File: config.mk
export PLATFORM = sky130hd
export DESIGN_NAME = mole_game_core
export DESIGN_NICKNAME = d
export VERILOG_FILES = /design/src/rtl/mole_game_core.sv
export SDC_FILE = /design/constraint.sdc
export NUM_CORES = 1
export LEC_CHECK = 0
export ABC_CLOCK_PERIOD_IN_PS = 6250
export BUFFER_PORTS_ARGS = -buffer_cell sky130_fd_sc_hd__buf_2
export CELL_PAD_IN_SITES_DETAIL_PLACEMENT = 1
export CELL_PAD_IN_SITES_GLOBAL_PLACEMENT = 2
export CORE_ASPECT_RATIO = 2
export CORE_UTILIZATION = 38
export DETAILED_ROUTE_END_ITERATION = 6
export GPL_ROUTABILITY_DRIVEN = 1
export PLACE_DENSITY_LB_ADDON = 0.1
export REMOVE_ABC_BUFFERS = 1
export SETUP_SLACK_MARGIN = 0.15
export SKIP_LAST_GASP = 1
export SYNTH_ARGS = -nofsm -noshare
export SYNTH_HDL_FRONTEND = slang
export SYNTH_SLANG_ARGS = --single-unit
File: constraint.sdc
create_clock -name clk -period 6.25 [get_ports clk]
set_input_delay 1.25 -clock clk [delete_from_list [all_inputs] [get_ports clk]]
set_output_delay 1.25 -clock clk [all_outputs]
set_load 0.01 [all_outputs]
File: src/rtl/mole_game_core.sv
// Whac-a-mole game engine: spawns moles, times their windows,
// scores hits against the one-hot hammer position and tracks lives.
module mole_game_core #(
  parameter int MOLE_CYCLES = 25_000_000,
  parameter int GAP_CYCLES  = 12_500_000,
  parameter int LIVES       = 3,
  parameter int TIMER_W     = 26
) (
  input  logic       clk,
  input  logic       rst,
  input  logic       start,
  input  logic       whack,
  input  logic [9:0] board_posit,
  output logic [9:0] mole_posit,
  output logic [7:0] score,
  output logic [1:0] lives,
  output logic       hit,
  output logic       miss,
  output logic       game_over
);

  typedef enum logic [2:0] {
    IDLE,
    SPAWN,
    UP,
    GAP,
    OVER
  } state_t;

  localparam logic [TIMER_W-1:0] MOLE_W = TIMER_W'(MOLE_CYCLES);
  localparam logic [TIMER_W-1:0] GAP_T  = TIMER_W'(GAP_CYCLES - 1);
  localparam logic [1:0]         LIVES_L = 2'(LIVES);

  state_t               state;
  logic [15:0]          lfsr;
  logic [TIMER_W-1:0]   timer;
  logic [3:0]           prev_idx;
  logic                 start_q;
  logic                 whack_q;

  logic                 start_p;
  logic                 whack_p;
  logic [1:0]           level;
  logic [TIMER_W-1:0]   window;
  logic [3:0]           idx_fold;
  logic [3:0]           idx_next;
  logic                 match;
  logic                 lfsr_fb;

  // Button edges, level/window, next mole index and hit match
  always_comb begin
    start_p  = start & ~start_q;
    whack_p  = whack & ~whack_q;
    level    = (score[7:5] != 3'd0) ? 2'd3 : score[4:3];
    window   = MOLE_W >> level;
    idx_fold = (lfsr[3:0] > 4'd9) ? lfsr[3:0] - 4'd6 : lfsr[3:0];
    idx_next = idx_fold;
    if (idx_fold == prev_idx)
      idx_next = (idx_fold == 4'd9) ? 4'd0 : idx_fold + 4'd1;
    match    = whack_p && (board_posit == mole_posit);
    lfsr_fb  = lfsr[0] ^ lfsr[2] ^ lfsr[3] ^ lfsr[5];
  end

  // Game state machine with registered outputs
  always_ff @(posedge clk) begin
    if (rst) begin
      state      <= IDLE;
      lfsr       <= 16'hACE1;
      timer      <= '0;
      prev_idx   <= 4'd0;
      start_q    <= 1'b0;
      whack_q    <= 1'b0;
      mole_posit <= '0;
      score      <= '0;
      lives      <= '0;
      hit        <= 1'b0;
      miss       <= 1'b0;
      game_over  <= 1'b0;
    end else begin
      start_q <= start;
      whack_q <= whack;
      lfsr    <= {lfsr_fb, lfsr[15:1]};
      hit     <= 1'b0;
      miss    <= 1'b0;
      unique case (state)
        IDLE: begin
          if (start_p) begin
            score <= '0;
            lives <= LIVES_L;
            state <= SPAWN;
          end
        end
        SPAWN: begin
          mole_posit <= 10'b1 << idx_next;
          prev_idx   <= idx_next;
          timer      <= window - 1'b1;
          state      <= UP;
        end
        UP: begin
          if (timer != '0)
            timer <= timer - 1'b1;
          if (match) begin
            if (score != 8'hFF)
              score <= score + 8'd1;
            hit        <= 1'b1;
            mole_posit <= '0;
            timer      <= GAP_T;
            state      <= GAP;
          end else if (timer == '0) begin
            miss       <= 1'b1;
            mole_posit <= '0;
            lives      <= lives - 2'd1;
            if (lives == 2'd1) begin
              game_over <= 1'b1;
              state     <= OVER;
            end else begin
              timer <= GAP_T;
              state <= GAP;
            end
          end
        end
        GAP: begin
          if (timer == '0)
            state <= SPAWN;
          else
            timer <= timer - 1'b1;
        end
        OVER: begin
          if (start_p) begin
            score     <= '0;
            lives     <= LIVES_L;
            game_over <= 1'b0;
            state     <= SPAWN;
          end
        end
        default: state <= IDLE;
      endcase
    end
  end

endmodule

==> metrics.yaml, run 1 <==
layout:
  fin_nets: 565
  multi_input_area_sq_um: 2520
  seq_area_sq_um: 1480
  finalNonFillerCells: 689
  mostFrequentLayoutCells: "dfxtp_1 (74), nor2_1 (59), nand2_1 (50)"
  areaGrowthSynthToFinish_pct: 13.4
  final_common_cell: "dfxtp_1"
  fillers: 1344
  num_antenna_cells: 0
  drive_gt1_share_pct: 14.9
timing:
  slew_headroom_pct: 43.8
  tightest_slew_ps: 836
  fin_crit_sh_pct: 54.3
  maxSlewViolCount: 0
  finalHoldViolCount: 0
  max_freq_ghz: 0.294
  skew_ps: 6.83
  finalSetupTns_ps: 0
  rsz0062_at_grt: "false"
  min_period_ps: 3400
  setup_viol: 0
yosys:
  yosys.cell_types.count: 72
  avgSynthCellArea_sq_um: 8.00
  yosys_warnings: 0
  synthCells: 521
  syn_area_sq_um: 4170
  yosys_register_bits: 74
  synth-main-ff-cell: "dfxtp_1"
  ys_seq_area_share_pct: 35.5
  synth_edf_count: 0
  async_reset_ff_share_pct: 0
clocking:
  post_cts_buffers: 0
  clk_pin_slew_worst_paths_ps: 60
  cts_buffer_depth: 2
  clock_latency_ps: 340
  clock_sinks: 74
  root_buffer: "clkbuf_16"
  cts_tree: "built"
  ctsResizeCount: 0
  cts_max_level: 3
  numCtsBuffers: 9
  cts_hold_buffers: 0
floorplan:
  core_sq_um: 10600
  boundaryPins: 37
  row_count: 53
  fp.dieW_um: 76.1
  dieArea_sq_um: 11400
  start_util_pct: 39.3
  fp.dieH_um: 150
placement:
  place_inst: 673
  gp_congestion: 0.860
  io_buffers: 36
  hpwl_mm: 10.4
setup_path:
  cp-start-kind: "input pin"
  cp_max_fo: 15
  reg2reg_slack_ps: 2970
  slowest_stage: "o211a_1"
  cp.arrival_ps: 3660
  max_stage_delay_ps: 580
  critical_path_required_ps: 6510
  crit_type: "input pin to flip-flop"
  r2r-end: "mole_posit[3]"
  end_kind: "flip-flop"
  path_cells: "buf_2 > xor2_1 > nor4_1 > nand3_1 > o211a_1 > or3_1 > a21oi_1"
  worst_r2r_path_depth: 8
  worstReg2RegStart: "lfsr[1]"
status:
  status: "finished, final reports clean"
min_path:
  min_to: "lfsr[10]"
  holdCritStartpoint: "lfsr[11]"
  whs_path_depth: 1
  hp-class: "flip-flop to flip-flop"
routing:
  first_pass_iters: 4
  remaining_drc_errors: 0
  avgRoutedWirePerCell_um: 19.4
  vias: 3971
  ant_nets: 0
  viasPerCell: 5.76
  drt_iter0_drc: 114
  routed_wirelength_mm: 13.4
global_routing:
  grt_pass1_wl_mm: 21.4
  grtUsageTotal_pct: 24.5
  grt_max_degree: 49
  grt_pass1_vias: 4139
  gr-total-overflow: 0
  antenna_found_initial: 0
power:
  ir_drop_v: 0.000186
  total_leakage_power_nw: 1.91
  power_density_nw_per_um2: 457
job:
  cap_violations: 0
per-stage QoR:
step	power [mW]	util [%]	hold WS [ps]	instance area, sq um	worst slack [ps]
after floorplan	1.36	-	389	4060	3210
after global placement	1.66	41.9	400	4450	2590
after global routing	2.30	44.6	420	4730	2610
final	2.16	44.6	403	4730	2850
after CTS	2.18	44.6	407	4730	2840
after detailed placement	1.68	41.9	399	4450	2510
worst max-delay path by stage:
stage | start | end
global placement | board_posit[6] | score[4]
floorplan | board_posit[6] | score[7]
finish | board_posit[6] | state[0]
detailed placement | board_posit[6] | score[7]
CTS | board_posit[6] | state[0]
global route | board_posit[6] | score[4]
synth_stat cells (5+ instances only):
master	count	area share (%)
a21oi_1	38	4.6
nand2b_1	11	1.7
and3_1	8	1.2
o21ai_0	41	4.9
nor2_1	59	5.3
a32o_1	5	1.2
nand2_1	50	4.5
nor4_1	8	1.2
buf_2	6	0.72
nand3_1	8	0.96
clkbuf_1	17	1.5
or2_2	10	1.5
nor2b_1	14	2.1
nor3_1	21	2.5
a31oi_1	8	1.2
dfxtp_1	74	36
xor2_1	24	5.0
inv_1	14	1.3
mux2i_1	9	2.2
xnor2_1	5	1.1
a211oi_1	8	1.4
metal layers:
| layer | global-route usage, % | up-vias | wire (um) |
|---|---|---|---|
| met5 | 0 | - | 0 |
| met4 | 14.3 | 0 | 623 |
| met3 | 3.70 | 34 | 298 |
| met2 | 50.4 | 61 | 7740 |
| met1 | 22.1 | 1945 | 4720 |
| li1 | - | 1931 | - |
sequential cells by signal (all words and copies together), names as in the netlist:
name,cells
timer,26
lfsr,16
mole_posit,10
score,8
prev_idx,4
state,3
lives,2
game_over,1
hit,1
miss,1
start_q,1
whack_q,1
area by class of cell:
cell class	count	area share [%]
Tap cell	137	3.63
Sequential cell	74	31.3
Inverter	14	1.11
Clock inverter	4	0.556
Clock buffer	12	5.42
Timing Repair Buffer	41	4.60
Multi-Input combinational cell	407	53.3
worst max-delay path, delay by kind of cell:
kind            cells  cell delay (ps)
simple gates        3             1430
xor+xnor            1              130
buf+inv             1              100
compound gates      2              740
report_power, final:
group,switching [mW],internal (mW)
Clock,0.196,0.290
Combinational,0.614,0.356
Sequential,0.132,0.572
Total,0.942,1.22
cell families (layout without fill, tap and decap cells):
family | after synthesis | in the layout | share of synthesized area, %
AO/OA/AOI/OAI | 141 | 141 | 22.4
XOR/XNOR | 29 | 29 | 6.09
multiplexers | 9 | 9 | 2.16
flip-flops | 74 | 74 | 35.5
buffers and inverters | 40 | 71 | 3.96
adder cells (fa/ha/maj) | 4 | 4 | 1.20
AND/OR/NAND/NOR | 224 | 224 | 28.6
Note: power is estimated with default switching activity, not from simulation.
==> run 2: changes to the inputs <==
--- a/config.mk
+++ b/config.mk
@@ -5,12 +5,12 @@
 export SDC_FILE = /design/constraint.sdc
 export NUM_CORES = 1
 export LEC_CHECK = 0
-export ABC_CLOCK_PERIOD_IN_PS = 6250
+export ABC_CLOCK_PERIOD_IN_PS = 3550
 export BUFFER_PORTS_ARGS = -buffer_cell sky130_fd_sc_hd__buf_2
 export CELL_PAD_IN_SITES_DETAIL_PLACEMENT = 1
 export CELL_PAD_IN_SITES_GLOBAL_PLACEMENT = 2
 export CORE_ASPECT_RATIO = 2
-export CORE_UTILIZATION = 38
+export CORE_UTILIZATION = 36
 export DETAILED_ROUTE_END_ITERATION = 6
 export GPL_ROUTABILITY_DRIVEN = 1
 export PLACE_DENSITY_LB_ADDON = 0.1
==> constraint.sdc (replaced) <==
create_clock -name clk -period 3.55 [get_ports clk]
set_input_delay 0.71 -clock clk [delete_from_list [all_inputs] [get_ports clk]]
set_output_delay 0.71 -clock clk [all_outputs]
set_load 0.01 [all_outputs]
==> metrics.yaml, run 2 (same netlist as run 1, synthesis figures left out) <==
setup_path:
  slowest_stage: "nor3_1"
  critPathTopFamily: "simple AND/OR/NAND/NOR gates"
  end_kind: "flip-flop"
  path_cells: "nor4_1 > nand3b_1 > nor3_1 > nand2_1 > nor2_1 > o22ai_1 > a211o_1"
  crit_type: "flip-flop to flip-flop"
  critical_path_required_ps: 3770  # -2740 ps
  cp_max_fo: 9  # -6
  max_stage_delay_ps: 730  # +150 ps
  cp-start-kind: "flip-flop"
  cp.buffers_inverters: 0  # -1
  cp.arrival_ps: 3250  # -410 ps
global_routing:
  antenna_found_initial: 0  # unchanged
  gr-total-overflow: 0  # unchanged
  grtUsageTotal_pct: 24.8  # +0.31 points
  grt_pass1_vias: 4336  # +4.8%
  grt_pass1_wl_mm: 22.8  # +6.6%
  grt_max_degree: 33  # -33%
timing:
  min_period_ps: 3030
  fin_hold_ws_ps: 414  # +11.0 ps
  tightest_slew_ps: 791  # -45.2 ps
  slew_headroom_pct: 46.8  # +3.0 points
  fin_crit_sh_pct: 85.3
  setup_viol: 0  # unchanged
  finalSetupTns_ps: 0  # unchanged
  rsz0062_at_grt: "false"
  maxSlewViolCount: 0  # unchanged
  finalHoldViolCount: 0  # unchanged
  skew_ps: 9.73  # +2.91 ps
  max_freq_ghz: 0.330
job:
  cap_violations: 0  # unchanged
routing:
  viasPerCell: 5.83  # +1.2%
  ant_nets: 0  # unchanged
  first_pass_iters: 4  # unchanged
  avgRoutedWirePerCell_um: 20.1  # +3.5%
  topRoutingLayerUsed: "met4"
  remaining_drc_errors: 0  # unchanged
  drt_iter0_drc: 165  # +45%
  vias: 4113  # +3.6%
  routed_wirelength_mm: 14.2  # +5.9%
  wl_met2_mm: 8.16  # +5.5%
  wl_met1_mm: 4.90  # +3.7%
  wl_met3_um: 236  # -21%
layout:
  num_antenna_cells: 0  # unchanged
  drive_gt1_share_pct: 16.7  # +1.8 points
  final_common_cell: "dfxtp_1"
  largest_reg_flops: 26  # unchanged
  fillers: 1409  # +4.8%
  fin_nets: 576  # +1.9%
  mostFrequentLayoutCells: "dfxtp_1 (74), nor2_1 (59), nand2_1 (50)"
  largest_register: "timer"
  top_regs: "timer x26, lfsr x16, mole_posit x10"
  areaGrowthSynthToFinish_pct: 17.7
  post-route-cell-area_sq_um: 4910  # +3.8%
clocking:
  ctsResizeCount: 0  # unchanged
  cts_max_level: 3  # unchanged
  cts_buffer_depth: 2  # unchanged
  clk_pin_slew_worst_paths_ps: 70  # about the same
  clock_sinks: 74  # unchanged
  clock_latency_ps: 340  # about the same
  cts_hold_buffers: 0  # unchanged
  post_cts_buffers: 0  # unchanged
  root_buffer: "clkbuf_16"
  cts_tree: "built"
  numCtsBuffers: 9  # unchanged
power:
  total_leakage_power_nw: 2.00  # +5.1%
  ir_drop_v: 0.000282  # +52%
  power_density_nw_per_um2: 849  # +86%
floorplan:
  fp.dieH_um: 154  # +2.7%
  row_count: 55  # +3.8%
  fp.dieW_um: 78.1  # +2.7%
  start_util_pct: 36.9  # -2.4 points
  core_sq_um: 11300  # +6.4%
  boundaryPins: 37  # unchanged
  dieArea_sq_um: 12000  # +5.4%
placement:
  io_buffers: 36  # unchanged
  gp_congestion: 0.878  # +2.1%
  hpwl_mm: 11.0  # +5.8%
  placed_area_sq_um: 4530  # +2.0%
status:
  status: "finished, final reports clean"
min_path:
  hp-class: "flip-flop to flip-flop"
==> run 2: power breakdown <==
| part | leakage (nW) | switching (mW) | total [mW] | internal [mW] |
|---|---|---|---|---|
| clock | 0.182 | 0.389 | 1.16 | 0.767 |
| sequential | 0.608 | 0.245 | 1.25 | 1.01 |
| combinational | 1.21 | 1.09 | 1.76 | 0.675 |
==> run 2: worst register-to-register path: cells and delay by family (launching register included) <==
kind | cells | cell delay [ps]
AOI/OAI and AO/OA | 2 | 420
DFF | 1 | 360
and+or+nand+nor | 5 | 2140
==> run 2: final cells by class <==
| cell class | instances | area, sq um | area share, % |
|---|---|---|---|
| Multi-Input combinational cell | 407 | 2520 | 51.4 |
| Sequential cell | 74 | 1480 | 30.2 |
| Timing Repair Buffer | 52 | 300 | 6.12 |
| Clock buffer | 9 | 225 | 4.59 |
| Tap cell | 142 | 178 | 3.62 |
| Clock inverter | 7 | 149 | 3.03 |
| Inverter | 14 | 52.6 | 1.07 |
==> run 2: final timing paths <==
kind / start / to / slack (ps) / cells past startpoint
worst max-delay path: timer[2] / timer[16] / 520 / 7
worst max register to register: timer[2] / timer[16] / 520 / 7
worst min register to register: lfsr[6] / lfsr[5] / 410 / 1
worst min-delay path: lfsr[6] / lfsr[5] / 410 / 1
==> run 2: per-stage QoR <==
step,power (mW),std cells,utilization [%],setup WS [ps]
2_1_floorplan,2.40,495,-,1050
3_3_place_gp,2.98,689,40.2,411
3_5_place_dp,3.04,689,40.2,402
4_1_cts,4.21,705,43.5,532
5_1_grt,4.44,705,43.5,337
6_report,4.17,705,43.5,522
==> run 2: per-layer routing <==
metal  track usage (%)  vias up
li1                  -     1952
met1              22.6     2025
met2              49.6       89
met3              2.60       47
met4              16.1        0
met5                 0        -
